<file path="config.mk">
export PLATFORM = sky130hd
export DESIGN_NAME = wc_tile_seq
export DESIGN_NICKNAME = d
export VERILOG_FILES = /design/src/rtl/wc_tile_seq.sv
export SDC_FILE = /design/constraint.sdc
export NUM_CORES = 1
export LEC_CHECK = 0
export ABC_CLOCK_PERIOD_IN_PS = 3200
export CAP_MARGIN = 5
export CELL_PAD_IN_SITES_DETAIL_PLACEMENT = 1
export CELL_PAD_IN_SITES_GLOBAL_PLACEMENT = 1
export CORE_ASPECT_RATIO = 2
export CORE_UTILIZATION = 40
export CTS_CLUSTER_SIZE = 30
export DETAILED_ROUTE_END_ITERATION = 10
export PLACE_DENSITY = 0.91
export SYNTH_ARGS = -nofsm -noshare
export SYNTH_HDL_FRONTEND = slang
export SYNTH_SLANG_ARGS = --single-unit
</file>
<file path="constraint.sdc">
create_clock -name clk -period 3.2 [get_ports clk]
set_input_delay 0.32 -clock clk [delete_from_list [all_inputs] [get_ports clk]]
set_output_delay 0.32 -clock clk [all_outputs]
set_load 0.05 [all_outputs]
</file>
<file path="src/rtl/wc_tile_seq.sv">
// Winograd-core tile sequencer: loads NIN serial words into a packed tile, fires the core,
// waits the fixed core latency, captures the result and drains NOUT words serially.
module wc_tile_seq #(
  parameter int W    = 10,
  parameter int NIN  = 9,
  parameter int NOUT = 5,
  parameter int LAT  = 3,
  parameter int CNTW = 8
) (
  input  logic              clk,
  input  logic              rst_n,
  input  logic              flush_i,
  input  logic [W-1:0]      in_data_i,
  input  logic              in_valid_i,
  output logic              in_ready_o,
  output logic [W*NIN-1:0]  core_d_o,
  output logic              core_start_o,
  input  logic [W*NOUT-1:0] core_z_i,
  output logic [W-1:0]      out_data_o,
  output logic              out_valid_o,
  input  logic              out_ready_i,
  output logic              busy_o,
  output logic [CNTW-1:0]   tile_cnt_o
);

  localparam int INW  = (NIN  > 1) ? $clog2(NIN)  : 1;
  localparam int OUTW = (NOUT > 1) ? $clog2(NOUT) : 1;
  localparam int WTW  = $clog2(LAT + 1);

  localparam logic [INW-1:0]  IN_LAST   = INW'(NIN - 1);
  localparam logic [OUTW-1:0] OUT_LAST  = OUTW'(NOUT - 1);
  localparam logic [WTW-1:0]  WAIT_INIT = WTW'(LAT);
  localparam logic [WTW-1:0]  WAIT_ONE  = WTW'(1);

  typedef enum logic [1:0] {
    S_LOAD,
    S_FIRE,
    S_WAIT,
    S_DRAIN
  } state_t;

  state_t          state_q;
  logic [INW-1:0]  in_idx_q;
  logic [OUTW-1:0] out_idx_q;
  logic [WTW-1:0]  wait_q;
  logic [W-1:0]    core_d_q [NIN];
  logic [W-1:0]    res_q    [NOUT];
  logic            core_start_q;
  logic            out_valid_q;
  logic [CNTW-1:0] tile_cnt_q;

  always_ff @(posedge clk or negedge rst_n) begin
    if (!rst_n) begin
      state_q      <= S_LOAD;
      in_idx_q     <= '0;
      out_idx_q    <= '0;
      wait_q       <= '0;
      core_start_q <= 1'b0;
      out_valid_q  <= 1'b0;
      tile_cnt_q   <= '0;
      // NOTE: both word stores are reset because core_d and out_data have defined
      // reset values; a plain RAM without reset would leave them X after power-up.
      for (int k = 0; k < NIN; k++)  core_d_q[k] <= '0;
      for (int k = 0; k < NOUT; k++) res_q[k]    <= '0;
    end else if (flush_i) begin
      // Abort wins over any handshake this cycle; loaded words and the tile count survive.
      state_q      <= S_LOAD;
      in_idx_q     <= '0;
      out_idx_q    <= '0;
      wait_q       <= '0;
      core_start_q <= 1'b0;
      out_valid_q  <= 1'b0;
    end else begin
      // NOTE: every state register uses <= so all updates see the pre-edge values.
      case (state_q)
        S_LOAD: begin
          if (in_valid_i) begin
            core_d_q[in_idx_q] <= in_data_i;
            if (in_idx_q == IN_LAST) begin
              in_idx_q     <= '0;
              core_start_q <= 1'b1;
              state_q      <= S_FIRE;
            end else begin
              in_idx_q <= in_idx_q + INW'(1);
            end
          end
        end
        S_FIRE: begin
          core_start_q <= 1'b0;
          wait_q       <= WAIT_INIT;
          state_q      <= S_WAIT;
        end
        S_WAIT: begin
          // Last wait cycle is LAT cycles after the start pulse: core_z is valid now.
          if (wait_q == WAIT_ONE) begin
            for (int k = 0; k < NOUT; k++) res_q[k] <= core_z_i[k*W +: W];
            wait_q      <= '0;
            out_valid_q <= 1'b1;
            state_q     <= S_DRAIN;
          end else begin
            wait_q <= wait_q - WAIT_ONE;
          end
        end
        S_DRAIN: begin
          if (out_ready_i) begin
            if (out_idx_q == OUT_LAST) begin
              out_idx_q   <= '0;
              out_valid_q <= 1'b0;
              tile_cnt_q  <= tile_cnt_q + CNTW'(1);
              state_q     <= S_LOAD;
            end else begin
              out_idx_q <= out_idx_q + OUTW'(1);
            end
          end
        end
        default: state_q <= S_LOAD;
      endcase
    end
  end

  for (genvar k = 0; k < NIN; k++) begin : g_pack
    assign core_d_o[k*W +: W] = core_d_q[k];
  end

  assign in_ready_o   = (state_q == S_LOAD);
  assign core_start_o = core_start_q;
  assign out_data_o   = res_q[out_idx_q];
  assign out_valid_o  = out_valid_q;
  assign busy_o       = (state_q != S_LOAD) || (in_idx_q != '0);
  assign tile_cnt_o   = tile_cnt_q;

endmodule

</file>
== After elaboration in Yosys (flattened, before gate mapping) ==
Cells that the tools add are included.

* Register bits after elaboration: 161
* Input bits: 65
* Output and inout port bits: 112
* Logic and storage cells: 95

* Add/subtract/negate cells: 4
* Magnitude comparators: 3
* Eq/ne operators: 11
* Muxes and demuxes: 33
* Bitwise logic cells: 3
* Reduce and logical (&&, ||, !) cells: 20

{| class="wikitable"
|+ Operators by type and width
! cell !! number
|-
| $bwmux 90 || 1
|-
| $demux 10 s4 || 1
|-
| $bmux 10 s3 || 1
|-
| $mux 10 || 3
|-
| $mux 2 || 8
|-
| $mux 4 || 4
|-
| $mux 3 || 4
|-
| $ne 3x3->1 const B || 4
|-
| $reduce_bool 2->1 || 5
|-
| $reduce_and 3->1 || 3
|-
| $reduce_bool 3->1 || 3
|-
| $add 8x1->8 const B || 1
|-
| $pmux 2 s4 || 1
|-
| $reduce_and 4->1 || 2
|-
| $mux 1 || 7
|-
| $ge 5x5->1 const B || 1
|-
| $lt 5x1->1 const B || 1
|-
| $not 4->5 || 1
|-
| $reduce_and 5->1 || 1
|-
| $add 4x1->4 const B || 1
|-
| $eq 2x1->1 const B || 2
|-
| $eq 2x2->1 const B || 2
|-
| $eq 4x4->1 const B || 1
|-
| $ge 4x4->1 const B || 1
|-
| other kinds (13) || 15
|}

== Longest topological paths before layout ==
* Depth in word-level cells: 6
* Mapped depth: 8
* Mapped depth without buffers: 6

== Worst setup path after synthesis ==
Ideal clock, no wire load.

* Path kind: reg2out
* Start: register out_idx_q[0]
* End: output port out_data_o[2]
* Data arrival time: 2076 ps
* Required time: 2880 ps
* Setup slack: 804 ps
* Stages on the path, launching flop included: 5
* Buffers on the path: 1
* Cells stage by stage: dfrtp_1 -> buf_4 -> mux4_2 -> inv_1 -> o21ai_0

* Longest elaborated chain between the ends: 4

{| class="wikitable"
|+ Ends and longest elaborated chain
! what !! line !! RTL
|-
| start: declaration || 44 || <nowiki>logic [OUTW-1:0] out_idx_q;</nowiki>
|-
| start signal: assignment || 112 || <nowiki>out_idx_q <= out_idx_q + OUTW'(1);</nowiki>
|-
| $not 3->4 (not written as such) || 127 || <nowiki>assign out_data_o = res_q[out_idx_q];</nowiki>
|-
| $bmux 10 s3 || 127 ||
|-
| $mux 10 (not written as such) (2 in a row) || 127 ||
|-
| end: declaration || 19 || <nowiki>output logic [W-1:0] out_data_o,</nowiki>
|}

Every way passes these cells. The select of a mux whose other input is x is not followed.

== Final worst setup path ==
* Start: register out_idx_q[0]
* End: output port out_data_o[1]

The elaborated chain is that of the path after synthesis.

==> flow_results.xml <==
<?xml version="1.0" encoding="UTF-8"?>
<metrics>
  <group name="yosys">
    <metric name="ys_ff_latch" unit="">161</metric>
    <metric name="post_synthesis_area_per_instance" unit="um2">14.9</metric>
    <metric name="synth_most_common_cell" unit="">sky130_fd_sc_hd__dfrtp_1</metric>
    <metric name="synth-edff-count" unit="">0</metric>
    <metric name="netlist_area" unit="um2">7000</metric>
    <metric name="synth-async-reset-ratio" unit="">1.00</metric>
    <metric name="yosysWarnings" unit="">0</metric>
    <metric name="synth_largest_area_cell" unit="">sky130_fd_sc_hd__dfrtp_1</metric>
    <metric name="synth_cell_types" unit="">40</metric>
    <metric name="synth_top_cell_area_share" unit="">0.576</metric>
    <metric name="synth.yosys.seq_area_share" unit="">0.576</metric>
    <metric name="synth-main-ff-cell" unit="">sky130_fd_sc_hd__dfrtp_1</metric>
    <metric name="syn_inst" unit="">471</metric>
    <metric name="synth_commonest_cells" unit="">161 x sky130_fd_sc_hd__dfrtp_1, 101 x sky130_fd_sc_hd__mux2_2, 40 x sky130_fd_sc_hd__mux2_4</metric>
    <metric name="syn-num-nets" unit="">548</metric>
    <metric name="netlist_top_cells_area" unit="">sky130_fd_sc_hd__dfrtp_1 58%, sky130_fd_sc_hd__mux2_2 16%, sky130_fd_sc_hd__mux2_4 8.6%, sky130_fd_sc_hd__mux4_2 3.2%, sky130_fd_sc_hd__ha_1 2.1%</metric>
  </group>
  <group name="pwr">
    <metric name="post-layout-total-power" unit="mW">7.78</metric>
    <metric name="peakVddDrop" unit="mV">0.386</metric>
    <metric name="power.clock.fraction" unit="">0.273</metric>
    <metric name="seqPwrFrac" unit="">0.363</metric>
    <metric name="leakage" unit="nW">4.39</metric>
    <metric name="switchingPower" unit="mW">2.97</metric>
    <metric name="switching_share" unit="">0.382</metric>
    <metric name="power.density" unit="nW/um2">811</metric>
    <metric name="p_int" unit="mW">4.81</metric>
    <metric name="combPwrFrac" unit="">0.364</metric>
  </group>
  <group name="cells_and_area">
    <metric name="layoutNonFillerInstCount" unit="">880</metric>
    <metric name="post_route_cells_drive_above_1_share" unit="">0.301</metric>
    <metric name="diodes" unit="">0</metric>
    <metric name="area_growth_syn_to_layout" unit="%">37.1</metric>
    <metric name="finish.net_count" unit="">734</metric>
    <metric name="multiInputGateArea" unit="um2">2760</metric>
    <metric name="seq_area" unit="um2">4030</metric>
    <metric name="nFillCells" unit="">1665</metric>
  </group>
  <group name="global_routing">
    <metric name="grt_pass1_wl" unit="um">29200</metric>
    <metric name="global_route.usage.total" unit="">0.223</metric>
    <metric name="antenna_found_initial" unit="">0</metric>
    <metric name="maximum_number_of_pins_on_one_net_before_global_route_repair" unit="">84</metric>
    <metric name="grt_pass1_vias" unit="">5226</metric>
    <metric name="globalRoute.totalOverflow" unit="">0</metric>
  </group>
  <group name="critical_path">
    <metric name="timing.critical_path.from_type" unit="">flop</metric>
    <metric name="timing.critical_path.fanout_max" unit="">14</metric>
    <metric name="path_class" unit="">reg -&gt; out</metric>
    <metric name="critPathCaptureType" unit="">output port</metric>
    <metric name="required" unit="ns">2.88</metric>
    <metric name="worst_ep_arrival_time" unit="ns">2.64</metric>
  </group>
  <group name="clock_tree">
    <metric name="tritoncts_num_sinks" unit="">161</metric>
    <metric name="cts_tree" unit="">yes</metric>
    <metric name="cts_root_buffer" unit="">sky130_fd_sc_hd__clkbuf_16</metric>
    <metric name="numCtsBuffers" unit="">17</metric>
    <metric name="ctsHtreeMaxLevel" unit="">4</metric>
    <metric name="clk_latency" unit="ns">0.43</metric>
    <metric name="cts.path.max_buffers" unit="">2</metric>
    <metric name="cts.clk_slew.worst_paths" unit="ns">0.07</metric>
    <metric name="post_cts.repair.setup_buffers" unit="">0</metric>
  </group>
  <group name="sta">
    <metric name="finalHoldViolations" unit="">0</metric>
    <metric name="timing.max_slew.rel_slack" unit="">0.506</metric>
    <metric name="finClkSkew" unit="ns">0.0112</metric>
    <metric name="fin_crit_sh" unit="">0.924</metric>
    <metric name="worst_hold_margin" unit="ns">0.351</metric>
    <metric name="totalNegativeSetupSlack" unit="ns">0</metric>
    <metric name="setup-violations-final" unit="">0</metric>
    <metric name="slew_violations" unit="">0</metric>
    <metric name="rsz0062_at_grt" unit="">false</metric>
    <metric name="worst-slew-pin-transition" unit="ns">0.741</metric>
    <metric name="finalWorstPathRequiredPeriod" unit="ns">2.96</metric>
    <metric name="setup_ws" unit="ns">0.245</metric>
    <metric name="max_clk_rate" unit="GHz">0.338</metric>
  </group>
  <group name="placed_design">
    <metric name="dpl.hpwl" unit="um">14000</metric>
    <metric name="numPlacedInstances" unit="">847</metric>
    <metric name="post-place-ws" unit="ns">0.426</metric>
    <metric name="final_weighted_congestion_in_routability_driven_placement" unit="">0.823</metric>
    <metric name="place.port_buffers" unit="">176</metric>
  </group>
  <group name="route">
    <metric name="routed_wl_per_cell" unit="um">21.5</metric>
    <metric name="route.antenna.remaining_nets" unit="">0</metric>
    <metric name="first_pass_iters" unit="">4</metric>
    <metric name="detail_route.vias_per_cell" unit="">5.17</metric>
    <metric name="drc" unit="">0</metric>
    <metric name="starting_drc_count_in_detailed_routing" unit="">88</metric>
    <metric name="totalWireLength" unit="um">18900</metric>
    <metric name="via_count" unit="">4553</metric>
  </group>
  <group name="floorplanning">
    <metric name="initial_core_util" unit="">0.407</metric>
    <metric name="core_area" unit="um2">17200</metric>
    <metric name="dieHeight" unit="um">189</metric>
    <metric name="design.die.area" unit="um2">18100</metric>
    <metric name="boundaryPins" unit="">177</metric>
    <metric name="rows" unit="">68</metric>
    <metric name="die_width" unit="um">95.5</metric>
  </group>
  <group name="hold_path">
    <metric name="min-delay-path-class" unit="">in -&gt; async</metric>
  </group>
  <group name="run_status">
    <metric name="result_of_the_run" unit="">finished clean</metric>
  </group>
  <group name="job">
    <metric name="cap_viol_max_count" unit="">0</metric>
  </group>
</metrics>
[logic make-up after synthesis]
| logic type | after synthesis | share of synthesized area |
|---|---|---|
| AOI/OAI and AO/OA | 33 | 0.0275 |
| xor gates and xnor gates | 7 | 0.00876 |
| adders and majority gates | 12 | 0.0215 |
| buffers and inverters | 38 | 0.0293 |
| DFF | 161 | 0.576 |
| muxes | 152 | 0.282 |
| and+or+nand+nor | 68 | 0.0551 |
[placed cells by master, fill, tap and decap left out, drive strengths merged, types with 2 or more instances in the layout]
| cell type | Yosys | routed |
|---|---|---|
| nand3b | 3 | 3 |
| inv | 19 | 26 |
| dfrtp | 161 | 161 |
| dlygate4sd2 | 0 | 6 |
| nand3 | 11 | 11 |
| nor2 | 8 | 8 |
| clkinvlp | 0 | 3 |
| and3 | 6 | 6 |
| a21oi | 11 | 11 |
| clkinv | 0 | 3 |
| xnor2 | 6 | 6 |
| nand4b | 3 | 3 |
| bufinv | 0 | 2 |
| nand2b | 2 | 2 |
| nor3 | 6 | 6 |
| nand2 | 23 | 23 |
| buf | 16 | 10 |
| clkbuf | 3 | 17 |
| mux2 | 141 | 141 |
| mux4 | 10 | 10 |
| ha | 12 | 12 |
| o21ai | 14 | 14 |
| nor2b | 3 | 3 |
| clkdlybuf4s50 | 0 | 168 |
[layout make-up]
| class | count | share of cell area |
|---|---|---|
| well taps | 210 | 0.0274 |
| inverters | 19 | 0.00743 |
| flip-flops and latches | 161 | 0.420 |
| clock buffers | 17 | 0.0443 |
| repair buffers | 186 | 0.193 |
| clock inverters | 15 | 0.0203 |
| multi-input cells | 272 | 0.288 |
[sequential cells by signal, indices dropped and copies added, names as in the netlist]
name	cells
core_start_o	1
core_d_o	90
tile_cnt_o	8
res_q	50
out_idx_q	3
wait_q	2
out_valid_o	1
state_q	2
in_idx_q	4
[worst max-delay path, cell delays in order (launching register included)]
cell and delay, ns:
sky130_fd_sc_hd__dfrtp_2 0.57, sky130_fd_sc_hd__inv_1 0.14, sky130_fd_sc_hd__and3_1 0.48, sky130_fd_sc_hd__nand2_1 0.09
sky130_fd_sc_hd__o21ai_0 0.09, sky130_fd_sc_hd__clkdlybuf4s50_1 0.83
[metal layers]
layer,track usage,routed length [um],vias up
met2,0.430,11100,157
met5,0,0,-
met1,0.221,6560,2325
met3,0.0369,710,37
met4,0.104,564,0
li1,-,-,2034
[through the flow]
stage / utilization / instance area [um2]
after global placement: 0.522 / 8970
after global routing: 0.558 / 9600
after floorplan: - / 7000
final: 0.558 / 9600
after detailed placement: 0.522 / 8970
after CTS: 0.558 / 9590
[repair_timing]
item | in CTS | in global routing
resized for setup | 6 | 2
hold buffers | 1 | 0
hold endpoints to repair | 34 | 0
setup endpoints to repair | 6 | 4
[path summary, 6_finish.rpt]
check | start | to | slack, ns | cells after the start
min in group clk | tile_cnt_o[7] | tile_cnt_o[7] | 0.48 | 1
worst max register to register | state_q[1] | core_d_o[52] | 0.90 | 5
worst min-delay path | rst_n | core_d_o[74] | 0.35 | 2
worst max-delay path | out_idx_q[0] | out_data_o[1] | 0.24 | 5
max in group asynchronous | rst_n | out_idx_q[0] | 1.91 | 3
worst min register to register | tile_cnt_o[7] | tile_cnt_o[7] | 0.48 | 1
[power by group through the flow]
stage          combinational [mW]  sequential (mW)  clock [mW]
3_5_place_dp                 2.86             2.85           0
6_report                     2.83             2.82        2.12
2_1_floorplan                1.09             3.57           0
3_3_place_gp                 2.76             2.80           0
5_1_grt                      2.98             2.87        2.26
4_1_cts                      2.88             2.83        2.17
Note: power is estimated with default switching activity, not from simulation.
